$ cat src/rtl/snoopy_bus_ctrl_if.sv
// rtl/snoopy_bus_ctrl_if.sv - SystemBus cache-port, invalidate and memory-port signal bundle
interface snoopy_bus_ctrl_if #(
   parameter int NPORT      = 2,
   parameter int WIDTH      = 128,
   parameter int MASKW      = WIDTH / 8,
   parameter int ADDR_WIDTH = 32
);
   logic [NPORT-1:0]            rw_valid;
   logic [NPORT-1:0]            rw_ready;
   logic [NPORT*ADDR_WIDTH-1:0] rw_addr;
   logic [NPORT-1:0]            rw_we;
   logic [NPORT*MASKW-1:0]      w_mask;
   logic [NPORT*WIDTH-1:0]      w_data;
   logic [NPORT-1:0]            w_ce;
   logic [WIDTH-1:0]            r_data;
   logic [NPORT-1:0]            inv_valid;
   logic [ADDR_WIDTH-1:0]       inv_addr;
   logic [NPORT-1:0]            inv_ready;
   logic                        mem_valid;
   logic                        mem_ready;
   logic [ADDR_WIDTH-1:0]       mem_addr;
   logic                        mem_we;
   logic [MASKW-1:0]            mem_wmask;
   logic [WIDTH-1:0]            mem_wdata;
   logic                        mem_ce;
   logic [WIDTH-1:0]            mem_rdata;

   modport slave (
      input  rw_valid, rw_addr, rw_we, w_mask, w_data, w_ce, inv_ready,
             mem_ready, mem_rdata,
      output rw_ready, r_data, inv_valid, inv_addr,
             mem_valid, mem_addr, mem_we, mem_wmask, mem_wdata, mem_ce
   );

   modport master (
      output rw_valid, rw_addr, rw_we, w_mask, w_data, w_ce, inv_ready,
             mem_ready, mem_rdata,
      input  rw_ready, r_data, inv_valid, inv_addr,
             mem_valid, mem_addr, mem_we, mem_wmask, mem_wdata, mem_ce
   );
endinterface

$ cat src/rtl/snoopy_bus_ctrl.sv
// rtl/snoopy_bus_ctrl.sv - SystemBus responder: one-at-a-time memory forwarding with posted snoop invalidates
// Define SYSBUS_RR_ARB_EN for round-robin arbitration; fixed lowest-index priority otherwise.
module snoopy_bus_ctrl #(
   parameter int NPORT      = 2,
   parameter int WIDTH      = 128,
   parameter int MASKW      = WIDTH / 8,
   parameter int ADDR_WIDTH = 32
) (
   input  logic              clk,
   input  logic              rst,
   snoopy_bus_ctrl_if.slave  bus
);

   localparam int GW = (NPORT > 1) ? $clog2(NPORT) : 1;

   typedef enum logic [1:0] {
      IDLE = 2'd0,
      MEM  = 2'd1,
      RESP = 2'd2
   } state_t;

   state_t                state_q, state_d;
   logic [GW-1:0]         grant_q, grant_d;
   logic [ADDR_WIDTH-1:0] addr_q, addr_d;
   logic                  we_q, we_d;
   logic [MASKW-1:0]      mask_q, mask_d;
   logic [WIDTH-1:0]      data_q, data_d;
   logic                  ce_q, ce_d;
   logic [WIDTH-1:0]      rdata_q, rdata_d;
   logic [NPORT-1:0]      inv_pend_q, inv_pend_d;
   logic [ADDR_WIDTH-1:0] inv_addr_q, inv_addr_d;
   logic [NPORT-1:0]      excl_q, excl_d;
`ifdef SYSBUS_RR_ARB_EN
   logic [GW-1:0]         rr_q, rr_d;
`endif

   logic [NPORT-1:0]      elig;
   logic                  pick_vld;
   logic [GW-1:0]         pick_idx;
   logic [GW-1:0]         idx;
   logic [ADDR_WIDTH-1:0] sel_addr;
   logic                  sel_we;
   logic [MASKW-1:0]      sel_mask;
   logic [WIDTH-1:0]      sel_data;
   logic                  sel_ce;

   // Writes wait for every outstanding invalidate; reads never do, or a refilling cache would deadlock.
   // The port just answered is masked for one cycle so it cannot be re-granted on a stale valid.
   always_comb begin
      elig = '0;
      for (int i = 0; i < NPORT; i++) begin
         elig[i] = bus.rw_valid[i] && !excl_q[i] && (!bus.rw_we[i] || (inv_pend_q == '0));
      end
   end

   always_comb begin
      pick_vld = 1'b0;
      pick_idx = '0;
      idx      = '0;
      for (int k = 0; k < NPORT; k++) begin
`ifdef SYSBUS_RR_ARB_EN
         idx = GW'((k + int'(rr_q)) % NPORT);
`else
         idx = GW'(k);
`endif
         if (!pick_vld && elig[idx]) begin
            pick_vld = 1'b1;
            pick_idx = idx;
         end
      end
   end

   always_comb begin
      sel_addr = '0;
      sel_we   = 1'b0;
      sel_mask = '0;
      sel_data = '0;
      sel_ce   = 1'b0;
      for (int i = 0; i < NPORT; i++) begin
         if (pick_idx == GW'(i)) begin
            sel_addr = bus.rw_addr[i*ADDR_WIDTH +: ADDR_WIDTH];
            sel_we   = bus.rw_we[i];
            sel_mask = bus.w_mask[i*MASKW +: MASKW];
            sel_data = bus.w_data[i*WIDTH +: WIDTH];
            sel_ce   = bus.w_ce[i];
         end
      end
   end

   always_comb begin
      state_d    = state_q;
      grant_d    = grant_q;
      addr_d     = addr_q;
      we_d       = we_q;
      mask_d     = mask_q;
      data_d     = data_q;
      ce_d       = ce_q;
      rdata_d    = rdata_q;
      inv_pend_d = inv_pend_q & ~bus.inv_ready;
      inv_addr_d = inv_addr_q;
      excl_d     = '0;
`ifdef SYSBUS_RR_ARB_EN
      rr_d       = rr_q;
`endif
      case (state_q)
         IDLE: begin
            if (pick_vld) begin
               grant_d = pick_idx;
               addr_d  = sel_addr;
               we_d    = sel_we;
               mask_d  = sel_mask;
               data_d  = sel_data;
               ce_d    = sel_ce;
               state_d = MEM;
            end
         end
         MEM: begin
            if (bus.mem_ready) begin
               rdata_d = bus.mem_rdata;
               state_d = RESP;
            end
         end
         RESP: begin
            state_d         = IDLE;
            excl_d[grant_q] = 1'b1;
`ifdef SYSBUS_RR_ARB_EN
            rr_d            = GW'((int'(grant_q) + 1) % NPORT);
`endif
            // The writer is invalidated too: its read-only line did not absorb the write-through.
            if (we_q) begin
               inv_pend_d = '1;
               inv_addr_d = addr_q;
            end
         end
         default: state_d = IDLE;
      endcase
   end

   always_ff @(posedge clk) begin
      if (rst) begin
         state_q    <= IDLE;
         grant_q    <= '0;
         addr_q     <= '0;
         we_q       <= 1'b0;
         mask_q     <= '0;
         data_q     <= '0;
         ce_q       <= 1'b0;
         rdata_q    <= '0;
         inv_pend_q <= '0;
         inv_addr_q <= '0;
         excl_q     <= '0;
`ifdef SYSBUS_RR_ARB_EN
         rr_q       <= '0;
`endif
      end else begin
         state_q    <= state_d;
         grant_q    <= grant_d;
         addr_q     <= addr_d;
         we_q       <= we_d;
         mask_q     <= mask_d;
         data_q     <= data_d;
         ce_q       <= ce_d;
         rdata_q    <= rdata_d;
         inv_pend_q <= inv_pend_d;
         inv_addr_q <= inv_addr_d;
         excl_q     <= excl_d;
`ifdef SYSBUS_RR_ARB_EN
         rr_q       <= rr_d;
`endif
      end
   end

   always_comb begin
      bus.mem_valid = (state_q == MEM);
      bus.mem_addr  = (state_q == MEM) ? addr_q : '0;
      bus.mem_we    = (state_q == MEM) && we_q;
      bus.mem_wmask = (state_q == MEM) ? mask_q : '0;
      bus.mem_wdata = (state_q == MEM) ? data_q : '0;
      bus.mem_ce    = (state_q == MEM) && ce_q;
      bus.r_data    = rdata_q;
      bus.inv_valid = inv_pend_q;
      bus.inv_addr  = inv_addr_q;
      bus.rw_ready  = '0;
      for (int i = 0; i < NPORT; i++) begin
         bus.rw_ready[i] = (state_q == RESP) && (grant_q == GW'(i));
      end
   end

endmodule

$ cat src/flat_wrapper.sv
// flat-port wrapper written by rule: the top's interface ports become plain ports
module snoopy_bus_ctrl_flat 
#(
   parameter int NPORT      = 2,
   parameter int WIDTH      = 128,
   parameter int MASKW      = WIDTH / 8,
   parameter int ADDR_WIDTH = 32
)
  (clk, rst, bus_rw_valid, bus_rw_addr, bus_rw_we, bus_w_mask, bus_w_data, bus_w_ce, bus_inv_ready, bus_mem_ready, bus_mem_rdata, bus_rw_ready, bus_r_data, bus_inv_valid, bus_inv_addr, bus_mem_valid, bus_mem_addr, bus_mem_we, bus_mem_wmask, bus_mem_wdata, bus_mem_ce);
  snoopy_bus_ctrl_if #(.NPORT(NPORT), .WIDTH(WIDTH), .MASKW(MASKW), .ADDR_WIDTH(ADDR_WIDTH)) bus_i ();
  input  logic clk;
  input  logic rst;
  input wire logic [$bits(bus_i.rw_valid)-1:0] bus_rw_valid;
  input wire logic [$bits(bus_i.rw_addr)-1:0] bus_rw_addr;
  input wire logic [$bits(bus_i.rw_we)-1:0] bus_rw_we;
  input wire logic [$bits(bus_i.w_mask)-1:0] bus_w_mask;
  input wire logic [$bits(bus_i.w_data)-1:0] bus_w_data;
  input wire logic [$bits(bus_i.w_ce)-1:0] bus_w_ce;
  input wire logic [$bits(bus_i.inv_ready)-1:0] bus_inv_ready;
  input wire logic [$bits(bus_i.mem_ready)-1:0] bus_mem_ready;
  input wire logic [$bits(bus_i.mem_rdata)-1:0] bus_mem_rdata;
  output wire logic [$bits(bus_i.rw_ready)-1:0] bus_rw_ready;
  output wire logic [$bits(bus_i.r_data)-1:0] bus_r_data;
  output wire logic [$bits(bus_i.inv_valid)-1:0] bus_inv_valid;
  output wire logic [$bits(bus_i.inv_addr)-1:0] bus_inv_addr;
  output wire logic [$bits(bus_i.mem_valid)-1:0] bus_mem_valid;
  output wire logic [$bits(bus_i.mem_addr)-1:0] bus_mem_addr;
  output wire logic [$bits(bus_i.mem_we)-1:0] bus_mem_we;
  output wire logic [$bits(bus_i.mem_wmask)-1:0] bus_mem_wmask;
  output wire logic [$bits(bus_i.mem_wdata)-1:0] bus_mem_wdata;
  output wire logic [$bits(bus_i.mem_ce)-1:0] bus_mem_ce;
  assign bus_i.rw_valid = bus_rw_valid;
  assign bus_i.rw_addr = bus_rw_addr;
  assign bus_i.rw_we = bus_rw_we;
  assign bus_i.w_mask = bus_w_mask;
  assign bus_i.w_data = bus_w_data;
  assign bus_i.w_ce = bus_w_ce;
  assign bus_i.inv_ready = bus_inv_ready;
  assign bus_i.mem_ready = bus_mem_ready;
  assign bus_i.mem_rdata = bus_mem_rdata;
  assign bus_rw_ready = bus_i.rw_ready;
  assign bus_r_data = bus_i.r_data;
  assign bus_inv_valid = bus_i.inv_valid;
  assign bus_inv_addr = bus_i.inv_addr;
  assign bus_mem_valid = bus_i.mem_valid;
  assign bus_mem_addr = bus_i.mem_addr;
  assign bus_mem_we = bus_i.mem_we;
  assign bus_mem_wmask = bus_i.mem_wmask;
  assign bus_mem_wdata = bus_i.mem_wdata;
  assign bus_mem_ce = bus_i.mem_ce;
  snoopy_bus_ctrl #(.NPORT(NPORT), .WIDTH(WIDTH), .MASKW(MASKW), .ADDR_WIDTH(ADDR_WIDTH)) u_core (.clk(clk), .rst(rst), .bus(bus_i));
endmodule
$ cat config.mk
export PLATFORM = sky130hd
export DESIGN_NAME = snoopy_bus_ctrl_flat
export DESIGN_NICKNAME = d
export VERILOG_FILES = /design/src/rtl/snoopy_bus_ctrl_if.sv /design/src/rtl/snoopy_bus_ctrl.sv /design/src/flat_wrapper.sv
export SDC_FILE = /design/constraint.sdc
export NUM_CORES = 1
export LEC_CHECK = 0
export ABC_AREA = 1
export BUFFER_PORTS_ARGS = -buffer_cell sky130_fd_sc_hd__buf_2
export CAP_MARGIN = 30
export CORE_AREA = 4 4 320 322
export DETAILED_ROUTE_END_ITERATION = 16
export DIE_AREA = 0 0 324 326
export MAX_ROUTING_LAYER = met4
export SKIP_CTS_REPAIR_TIMING = 1
export SYNTH_ARGS = -nofsm -noshare
export SYNTH_HDL_FRONTEND = slang
export SYNTH_SLANG_ARGS = --single-unit
$ cat constraint.sdc
create_clock -name clk -period 2.6 [get_ports clk]
set_input_delay 0.52 -clock clk [delete_from_list [all_inputs] [get_ports clk]]
set_output_delay 0.52 -clock clk [all_outputs]
set_load 0.02 [all_outputs]
# Word level (Yosys, flattened, before mapping)
# Index checks and enable logic that the tools add are counted.
# op_classes
addsub	0
mul	0
n_div	0
order_cmp	2
n_eq_ne	4
shifts	0
n_mux	18
n_bitwise	4
reduce_logical	24
# op_table
cell	n
two-way mux 128 bit	2
two-way mux 32 bit	2
two-way mux 16 bit	2
logical AND 1 bit	10
two-way mux 2 bit	4
AND reduction 2 bit	4
two-way mux 1 bit	6
logical NOT 1 bit	5
logical NOT 2 bit	2
one-hot mux 2 bit (2 select lines)	1
bitwise AND 2 bit	1
equality test 2 x 1 -> 1 bit, second input constant	1
equality test 2 bit, second input constant	1
logical OR 1 bit	2
< comparator 1 x 2 -> 1 bit, second input constant	1
inequality test 2 x 1 -> 1 bit, second input constant	1
inequality test 2 bit, second input constant	1
inverter 1 bit	2
inverter 2 bit	1
OR reduction 2 bit	1
demux 1 bit (select 1 bit)	1
greater-or-equal comparator 1 bit, second input constant	1
# word_totals
regBits	345
latch_bits	0
mem_bits_rw	0
romBits	0
in_bits	491
output_inout_bits	343
word_cells	63
mem_count	0

# Longest topological paths before layout
# Gate-level depths: netlist of run 1.
# logic_depth
depth_word	9
mapped_depth	10
mapped_depth_nobuf	8

# Worst setup path after synthesis of run 1
# No wires, ideal clock.
# synth_path
kind	register to output
startpoint	register u_core.state_q[0]
endpoint	output bus_mem_addr[10]
arrival_time_ns	1.383
t_required_ns	2.080
path_slack_ns	0.697
path_stages_with_launch	7
path_buffers	2
cell_sequence	dfxtp_1 -> inv_1 -> nor2_1 -> inv_2 -> clkbuf_1 -> buf_1 -> nor2_1
# synth_between
elab_chain_cells	2
# synth_lines
item	line	text
from (decl)	snoopy_bus_ctrl.sv:22	state_t state_q, state_d;
from (signal assigned)	snoopy_bus_ctrl.sv:156	state_q <= state_d;
equality test 2 x 1 -> 1 bit	snoopy_bus_ctrl.sv:175	bus.mem_addr = (state_q == MEM) ? addr_q : '0;
two-way mux 32 bit	snoopy_bus_ctrl.sv:175	
to (decl)	flat_wrapper.sv:27	output wire logic [$bits(bus_i.mem_addr)-1:0] bus_mem_addr;
# Every way passes these cells.

# Worst setup path after layout of run 1
# layout_path
startpoint	register u_core.state_q[0]
endpoint	output bus_mem_wdata[89]
# layout_between
elab_chain_cells	2
# layout_lines
item	line	text
equality test 2 x 1 -> 1 bit	snoopy_bus_ctrl.sv:178	bus.mem_wdata = (state_q == MEM) ? data_q : '0;
two-way mux 128 bit	snoopy_bus_ctrl.sv:178	
to (decl)	flat_wrapper.sv:30	output wire logic [$bits(bus_i.mem_wdata)-1:0] bus_mem_wdata;
# Every way passes these cells.

==> results.md, run 1 <==
Run status:
- The flow ran to the end, and the final reports show no timing, DRC or antenna violations.

Setup path:
- For this run, the slowest stage of the critical path takes 0.36 ns.
- The largest delay contributor family on the critical path is buffers and inverters.
- The slowest stage of the critical path is the dfxtp_4 cell.
- STA puts the critical path data arrival time at approximately 2.0 ns.
- The signal on the critical path passes through inv_1, nor2_4, buf_12, clkinv_8, buf_12, clkbuf_16, nor2_1, buf_4.
- The startpoint-to-endpoint class of the critical path is reg2out.
- The worst path required time is between 2 and 2.5 ns.
- The most numerous cell type found on the critical path is buf_12.
- The critical path capture point type is an output port.
- The critical path contains buffers and inverters numbering 6 combined.
- The largest fanout on the critical path is 20.
- The worst setup path is launched from a register.

Global route:
- Across every metal layer, demand over resource in global routing totals 0.141.
- Summed over all layers, the global routing overflow is 0.
- The pin count of the biggest net entering global routing is approximately 130.
- The number of antenna violations at the first check in global routing was 19.
- The via count of the first global-routing pass is roughly 19000.
- The first global-routing pass estimated between 100000 and 150000 µm of wire.

Timing:
- The final setup violation count is 0.
- The setup slack after layout is approximately 0.055 ns.
- Setup repair after global routing could not meet its margin everywhere.
- The final hold violation count was 0.
- The highest attainable clock frequency is about 0.39 GHz.
- The clock period minus worst slack is ~2.5 ns.
- The number of max-slew violations in the final report is 0.
- The pin slew with the least headroom to its limit is between 0.8 and 0.9 ns.
- For the final database, setup skew stands at around 0.019 ns.
- The max-slew headroom at the worst pin is 0.436.
- In the finished design, the share of the clock period the worst path needs comes to 0.979.
- On the final layout, the worst hold slack is between 0.15 and 0.2 ns.

Synth:
- For this run, the register share of the synthesized area comes to 0.398.
- The number of synthesis warnings is 0.
- The distinct cell type count after synthesis is 18.
- After synthesis the netlist holds a flip-flop and latch count of 345.
- Summing every instance area after synthesis gives around 17000 µm².
- Synthesis produced 2869 cells.
- The number of nets in the synthesized netlist is 3360.
- The average cell area after synthesis is slightly above 6 µm².

Clock tree:
- At the later pin of the worst-skew pair, clock insertion delay measures just under 0.6 ns.
- In this run the deepest clock path goes through 3 buffers.
- The H-tree was split into 2 levels.
- The CTS clock-pin slew for the worst setup and hold paths is approximately 0.06 ns.
- The clock root buffer master is clkbuf_16.
- Counting every sink on the clock net gives 345.
- The total CTS buffers is 43.
- The TritonCTS clock tree is done.

Place:
- After legalization and detailed placement, the total HPWL measured approximately 58000 µm.
- At the end of routability-driven placement, the weighted congestion stood at just under 0.9.
- The count of input and output buffers is 833.
- Prior to clock tree synthesis, the placed netlist has a worst setup slack of roughly 0.44 ns.

Power:
- The standby leakage power is 13.0 nW.
- The switching power total is 0.00519 W.
- The net switching fraction of the power is 0.328.
- The relative contribution of the clock network to total power is 0.384.
- For this design the ratio of total power to cell area is ~630 nW/µm².
- The worst supply voltage drop on vdd is between 0.3 and 0.4 mV.
- The logic gate share of total power is 0.244.
- The internal power consumption is between 0.01 and 0.015 W.
- Of the total power, registers draw 0.372.

Floorplanning:
- The total number of placement rows is about 120.
- The die is between 300 and 400 µm wide.
- The floorplan step defined a die boundary enclosing approximately 110000 µm².
- For this configuration, the core starts out at a cell density of 0.174.
- The region available for standard cell placement spans about 100000 µm².
- Measured along the y axis, the die boundary spans roughly 330 µm.
- The top-level I/O count is ~830.

Route:
- The routed length per placed instance is ~16 µm.
- The total routed wirelength is roughly 80000 µm.
- After detailed routing, the number of vias per cell comes to around 4.1.
- For this block, the via count after detailed routing is approximately 20000.
- The number of routed nets with antenna violations is 0.
- The first TritonRoute pass finished after 5 iterations.
- The number of DRC violations after detailed routing is 0.
- The detailed router's first-iteration violation count is approximately 1400.

Min path:
- The path class of the tightest hold or removal check is in2reg.

Final layout:
- At the end of the flow, the number of nets in the layout was between 4000 and 5000.
- From synthesis to final layout, the design area changed by 43.6%.
- The count of fill cells added during filler insertion is ~11000.
- Of the cells placed in the final design, the portion with a size suffix greater than 1 is 0.276.

Run:
- The number of max-cap violations is 0.
-- logic make-up after synthesis --
kind of cell	after synthesis	share of synthesized area
buffers and inverters	590	0.134
and+or+nand+nor	1768	0.420
DFF	345	0.398
AOI/OAI and AO/OA	166	0.0480
-- registers in the layout, summed over array words and instances (netlist names) --
signal	count
u_core.addr_q	32
u_core.bus.inv_addr	32
u_core.bus.inv_valid	2
u_core.bus.r_data	128
u_core.ce_q	1
u_core.data_q	128
u_core.excl_q	2
u_core.grant_q	1
u_core.mask_q	16
u_core.state_q	2
u_core.we_q	1
-- final timing paths --
check / from / to / slack [ns] / cells after the start
max: u_core.state_q[0] / bus_mem_wdata[89] / 0.06 / 8
min: bus_inv_ready[0] / u_core.bus.inv_valid[0] / 0.19 / 4
max reg2reg: u_core.state_q[0] / u_core.bus.r_data[63] / 0.39 / 9
min reg2reg: u_core.bus.r_data[104] / u_core.bus.r_data[104] / 0.46 / 2
-- power groups by stage --
| stage | logic [W] | registers (W) | clock network (W) |
|---|---|---|---|
| final | 0.00385 | 0.00588 | 0.00607 |
| after global routing | 0.00429 | 0.00591 | 0.00647 |
| after CTS | 0.00372 | 0.00588 | 0.00630 |
| after detailed placement | 0.00371 | 0.00599 | 0 |
| after global placement | 0.00370 | 0.00598 | 0 |
| after floorplan | 0.00216 | 0.00608 | 0 |
-- worst min-delay path, delay by kind of cell --
| kind | cells | cell delay [ns] |
|---|---|---|
| compound gates | 1 | 0.06 |
| buf+inv | 2 | 0.11 |
| simple gates | 1 | 0.04 |
-- per-stage QoR --
stage / TNS (ns) / area (µm²) / util / power (W) / instances
after global routing: -0.312 / 24900 / 0.250 / 0.0167 / 4939
after CTS: -6.70 / 24500 / 0.246 / 0.0159 / 4919
after floorplan: 0 / 17400 / - / 0.00824 / 2869
after global placement: 0 / 23100 / 0.232 / 0.00968 / 4841
final: 0 / 24900 / 0.250 / 0.0158 / 4939
after detailed placement: 0 / 23100 / 0.232 / 0.00970 / 4841
-- per-layer routing --
layer  routed length [µm]  vias to the layer above  global-route usage
met4                 2300                        0              0.0475
li1                     -                    10245                   -
met5                    0                        -                   -
met3                 6850                      129              0.0405
met1                33200                     9258               0.167
met2                37500                      791               0.228
-- cells in the final DEF (no fill, tap or decap), types with 3 or more instances in the layout --
| cell type | instances |
|---|---|
| nand2_1 | 521 |
| buf_4 | 101 |
| clkbuf_1 | 11 |
| nor2_4 | 4 |
| buf_6 | 3 |
| a21oi_1 | 163 |
| dfxtp_1 | 344 |
| nand3_1 | 516 |
| clkinv_2 | 8 |
| inv_1 | 366 |
| clkbuf_8 | 8 |
| clkbuf_16 | 48 |
| diode_2 | 8 |
| nor2_1 | 707 |
| inv_6 | 4 |
| buf_2 | 770 |
| buf_12 | 24 |
| nor2_2 | 13 |
-- cells in the mapped netlist --
library cell / n / share of area
buf_4: 11 / 0.0048
buf_2: 61 / 0.018
a21oi_1: 163 / 0.047
nand3_1: 517 / 0.15
o21ai_1: 1 / 0.00029
buf_1: 13 / 0.0028
dfxtp_1: 345 / 0.40
nand2_1: 523 / 0.11
nor3_1: 2 / 0.00058
o21ai_0: 1 / 0.00029
nor2_2: 1 / 0.00036
clkbuf_1: 137 / 0.030
inv_1: 366 / 0.079
nor2_1: 723 / 0.16
nand3_2: 1 / 0.00058
nand2_2: 1 / 0.00036
o21ai_2: 1 / 0.00050
inv_2: 2 / 0.00043
-- layout make-up --
class	count	area, µm²	share of cell area
clock inverter	16	173	0.00692
multi-input combinational	1934	8250	0.331
tap	1298	1620	0.0651
inverter	368	1400	0.0561
clock buffer	62	1230	0.0492
sequential	345	6910	0.277
timing repair buffer	907	5330	0.214
timing repair inverter	1	8.76	0.000351
antenna	8	20.0	0.000803
(Power assumes the default switching activity.)
==> inputs of run 2 (changes only) <==
--- a/config.mk
+++ b/config.mk
@@ -7,7 +7,6 @@
 export LEC_CHECK = 0
 export ABC_AREA = 1
 export BUFFER_PORTS_ARGS = -buffer_cell sky130_fd_sc_hd__buf_2
-export CAP_MARGIN = 30
 export CORE_AREA = 4 4 320 322
 export DETAILED_ROUTE_END_ITERATION = 16
 export DIE_AREA = 0 0 324 326
==> constraint.sdc (replaced) <==
create_clock -name clk -period 2.6 [get_ports clk]
set_input_delay 0 -clock clk [delete_from_list [all_inputs] [get_ports clk]]
set_output_delay 0 -clock clk [all_outputs]
set_load 0.02 [all_outputs]
==> run 2 against run 1 <==
  * First-iteration DRC count up 13%
  * Die area is the same
  * Count of clock-buffer cells in the layout shrank 6
  * Flip-flop and latch count is the same
  * Critical path depth increased by 1
  * Final cell count grew 10%
  * Sequential share of layout area is 4.4 points lower
  * Wire length up 4.2%
  * Largest power group unchanged
==> results.md, run 2 (synthesized netlist as in run 1, its figures left out) <==
Place:
- The area after detailed placement is 23100 µm² (about the same).
- The sum of net half-perimeters after detailed placement is 57100 µm (was 57700 µm).
- The placer congestion estimate is 0.864 (was 0.889).
- The placed instance count is 4844 (was 4841).
- The count of input and output buffers came to 833 (unchanged).

Timing:
- The max-slew headroom at the worst pin is 0.367 (was 0.436).
- The clock tree skew after final layout is 0.0166 ns (was 0.0193 ns).
- The highest attainable clock frequency is 0.399 GHz (was 0.393 GHz).
- The final setup violation count came to 0 (unchanged).
- The pin slew with the least headroom to its limit is 0.949 ns (was 0.845 ns).
- The ratio of final minimum period to clock period is 0.963 (was 0.979).
- The final hold violation count is 0 (unchanged).
- The final setup TNS is 0 ns (unchanged).
- The worst slack on hold paths was 0.0555 ns (was 0.186 ns).
- The number of max-slew violations in the final report came to 0 (unchanged).
- The clock period minus worst slack is 2.50 ns (was 2.54 ns).

Power:
- The relative contribution of the clock network to total power is 0.369 (was 0.384).
- The portion of total power attributed to sequential cells is 0.354 (was 0.372).
- The standby leakage power was 15.2 nW (was 13.0 nW).
- The internal power consumption came to 0.0114 W (was 0.0106 W).
- The total power divided by cell area came to 560 nW/µm² (was 634 nW/µm²).
- The switching power total is 0.00523 W (was 0.00519 W).
- The overall power came to 0.0166 W (was 0.0158 W).
- The net switching fraction of the power is 0.314 (was 0.328).
- The logic gate share of total power came to 0.277 (was 0.244).
- The worst supply voltage drop on vdd is 0.327 mV (was 0.371 mV).

Route:
- The number of routed nets with antenna violations is 0 (unchanged).
- The vias per cell is 4.20 (was 4.14).
- The detailed router's first-iteration violation count was 1624 (was 1442).
- The count of vias placed by the detailed router is 22820 (was 20423).
- The number of DRC violations after detailed routing was 0 (unchanged).
- The number of detailed-routing iterations run before antenna repair is 5 (unchanged).
- The routed length per placed instance is 15.3 µm (was 16.2 µm).
- The total routed wirelength was 83300 µm (was 79900 µm).

Setup path:
- The type of element launching the critical path is a register (unchanged).
- The critical path capture point type is a register (was output port).
- The library cell appearing most often on the critical path was nor2_1 (was buf_12).
- Cell chain of the critical path: nor2_1, nand3_4, nand2_8, buf_12, buf_4, nand2_1, nor2_1, dlygate4sd3_1, nor2_1 (was inv_1, nor2_4, buf_12, clkinv_8, buf_12, clkbuf_16, nor2_1, buf_4).
- The combined buffer and inverter count along the critical path is 3 (was 6).
- The delay of the slowest cell on the worst path is 0.58 ns (was 0.36 ns).
- The cell at the slowest stage of the critical path is dlygate4sd3_1 (was dfxtp_4).
- The largest delay contributor family on the critical path was buffers and inverters (unchanged).
- The largest fanout on the critical path is 42 (was 20).
- The startpoint-to-endpoint class of the critical path was reg2reg (was reg2out).
- The critical path data arrival time is 2.98 ns (was 2.02 ns).
- The worst path required time was 3.07 ns (was 2.08 ns).

Floorplanning:
- The area of the die was 106000 µm² (unchanged).
- The overall die height is 326 µm (unchanged).
- The width of the die is 324 µm (unchanged).
- The floorplan core area is 99600 µm² (unchanged).
- The top-level I/O count is 834 (unchanged).
- The starting utilization of the core area is 0.174 (unchanged).
- The total number of placement rows is 116 (unchanged).

Global route:
- The overflow left after global routing is 0 (unchanged).
- The global router's overall resource usage is 0.139 (was 0.141).
- The via count of the first global-routing pass came to 19486 (was 18742).
- The first-pass GRT wire length was 113000 µm (was 112000 µm).
- The pin count of the biggest net entering global routing is 149 (was 131).
- The number of antenna violations at the first check in global routing is 15 (was 19).

Final layout:
- The cell area after layout was 29700 µm² (was 24900 µm²).
- Highest-count cells in the layout ignoring fill and taps: buf_2, nor2_1, nand2_1 (unchanged).
- The synthesis-to-finish area growth is 70.9% (was 43.6%).
- The count of fill cells added during filler insertion was 10667 (was 11279).
- The most frequent standard cell in the layout excluding fill and tap cells is buf_2 (unchanged).
- The fraction of layout instances using a drive strength above 1 is 0.237 (was 0.276).
- The total number of nets in the final design is 4590 (was 4091).
- The number of cells in the finished layout apart from fillers is 5438 (was 4939).

Clock tree:
- The deepest level of the CTS H-tree was 2 (unchanged).
- The clock network latency to the later pin of the worst-skew pair is 0.58 ns (was 0.59 ns).
- The TritonCTS clock tree is done (unchanged).
- The number of clock sinks is 345 (unchanged).
- The clock root buffer master is clkbuf_16 (unchanged).
- The total CTS buffers is 41 (was 43).
- The CTS clock-pin slew for the worst setup and hold paths came to 0.06 ns (about the same).
- The buffer levels on the longest clock path was 3 (unchanged).

Min path:
- The type of the most critical hold path is in2reg (unchanged).

Run status:
- Run status: completed (unchanged).

Run:
- The number of max-cap violations is 0 (unchanged).
run 2: cell types whose count changed in the layout (fill, tap and decap cells not counted), moves of 3 or more:
cell	previous run	this run
nor2_2	13	0
clkbuf_16	48	41
buf_4	101	47
nor2_1	707	721
clkinvlp_4	2	6
clkbuf_1	11	7
dlygate4sd3_1	0	510
bufinv_16	2	5
buf_2	770	826
run 2: power by group through the flow:
stage | Combinational, W | Clock, W | Sequential [W]
floorplan | 0.00216 | 0 | 0.00608
global placement | 0.00368 | 0 | 0.00598
detailed placement | 0.00369 | 0 | 0.00599
CTS | 0.00370 | 0.00636 | 0.00588
global route | 0.00507 | 0.00652 | 0.00592
finish | 0.00460 | 0.00614 | 0.00589
run 2: routing by layer:
| metal | vias to the layer above | global-route usage | share of wire |
|---|---|---|---|
| li1 | 11246 | - | - |
| met1 | 10436 | 0.165 | 0.41 |
| met2 | 949 | 0.230 | 0.48 |
| met3 | 189 | 0.0368 | 0.082 |
| met4 | 0 | 0.0428 | 0.031 |
| met5 | - | - | 0 |
run 2: final timing paths:
path                                        start                end  slack, ns  depth (start not counted)
worst max-delay path            u_core.state_q[1]  u_core.data_q[83]        0.1                          9
worst min-delay path               bus_w_data[33]  u_core.data_q[33]       0.06                          5
worst max register to register  u_core.state_q[1]  u_core.data_q[83]        0.1                          9
worst min register to register     u_core.grant_q   u_core.excl_q[0]       0.45                          1
run 2: final cells by class:
class / instances / area [µm²] / area share
antenna: 8 / 20.0 / 0.000674
multi-input combinational: 1934 / 8210 / 0.277
timing repair buffer: 1409 / 10100 / 0.340
tap: 1298 / 1620 / 0.0547
clock buffer: 56 / 1160 / 0.0392
clock inverter: 20 / 267 / 0.00898
sequential: 345 / 6910 / 0.233
inverter: 368 / 1390 / 0.0469
run 2: worst min-delay path, stage by stage:
cell	delay, ns
buf_2	0.09
nand3_1	0.20
nand2_1	0.17
nor2_1	0.05
nor2_1	0.08
run 2: per-stage QoR:
step,utilization,setup slack [ns]
floorplan,-,0.952
global placement,0.232,0.579
detailed placement,0.232,0.574
CTS,0.247,0.133
global route,0.298,-0.0395
finish,0.298,0.0965
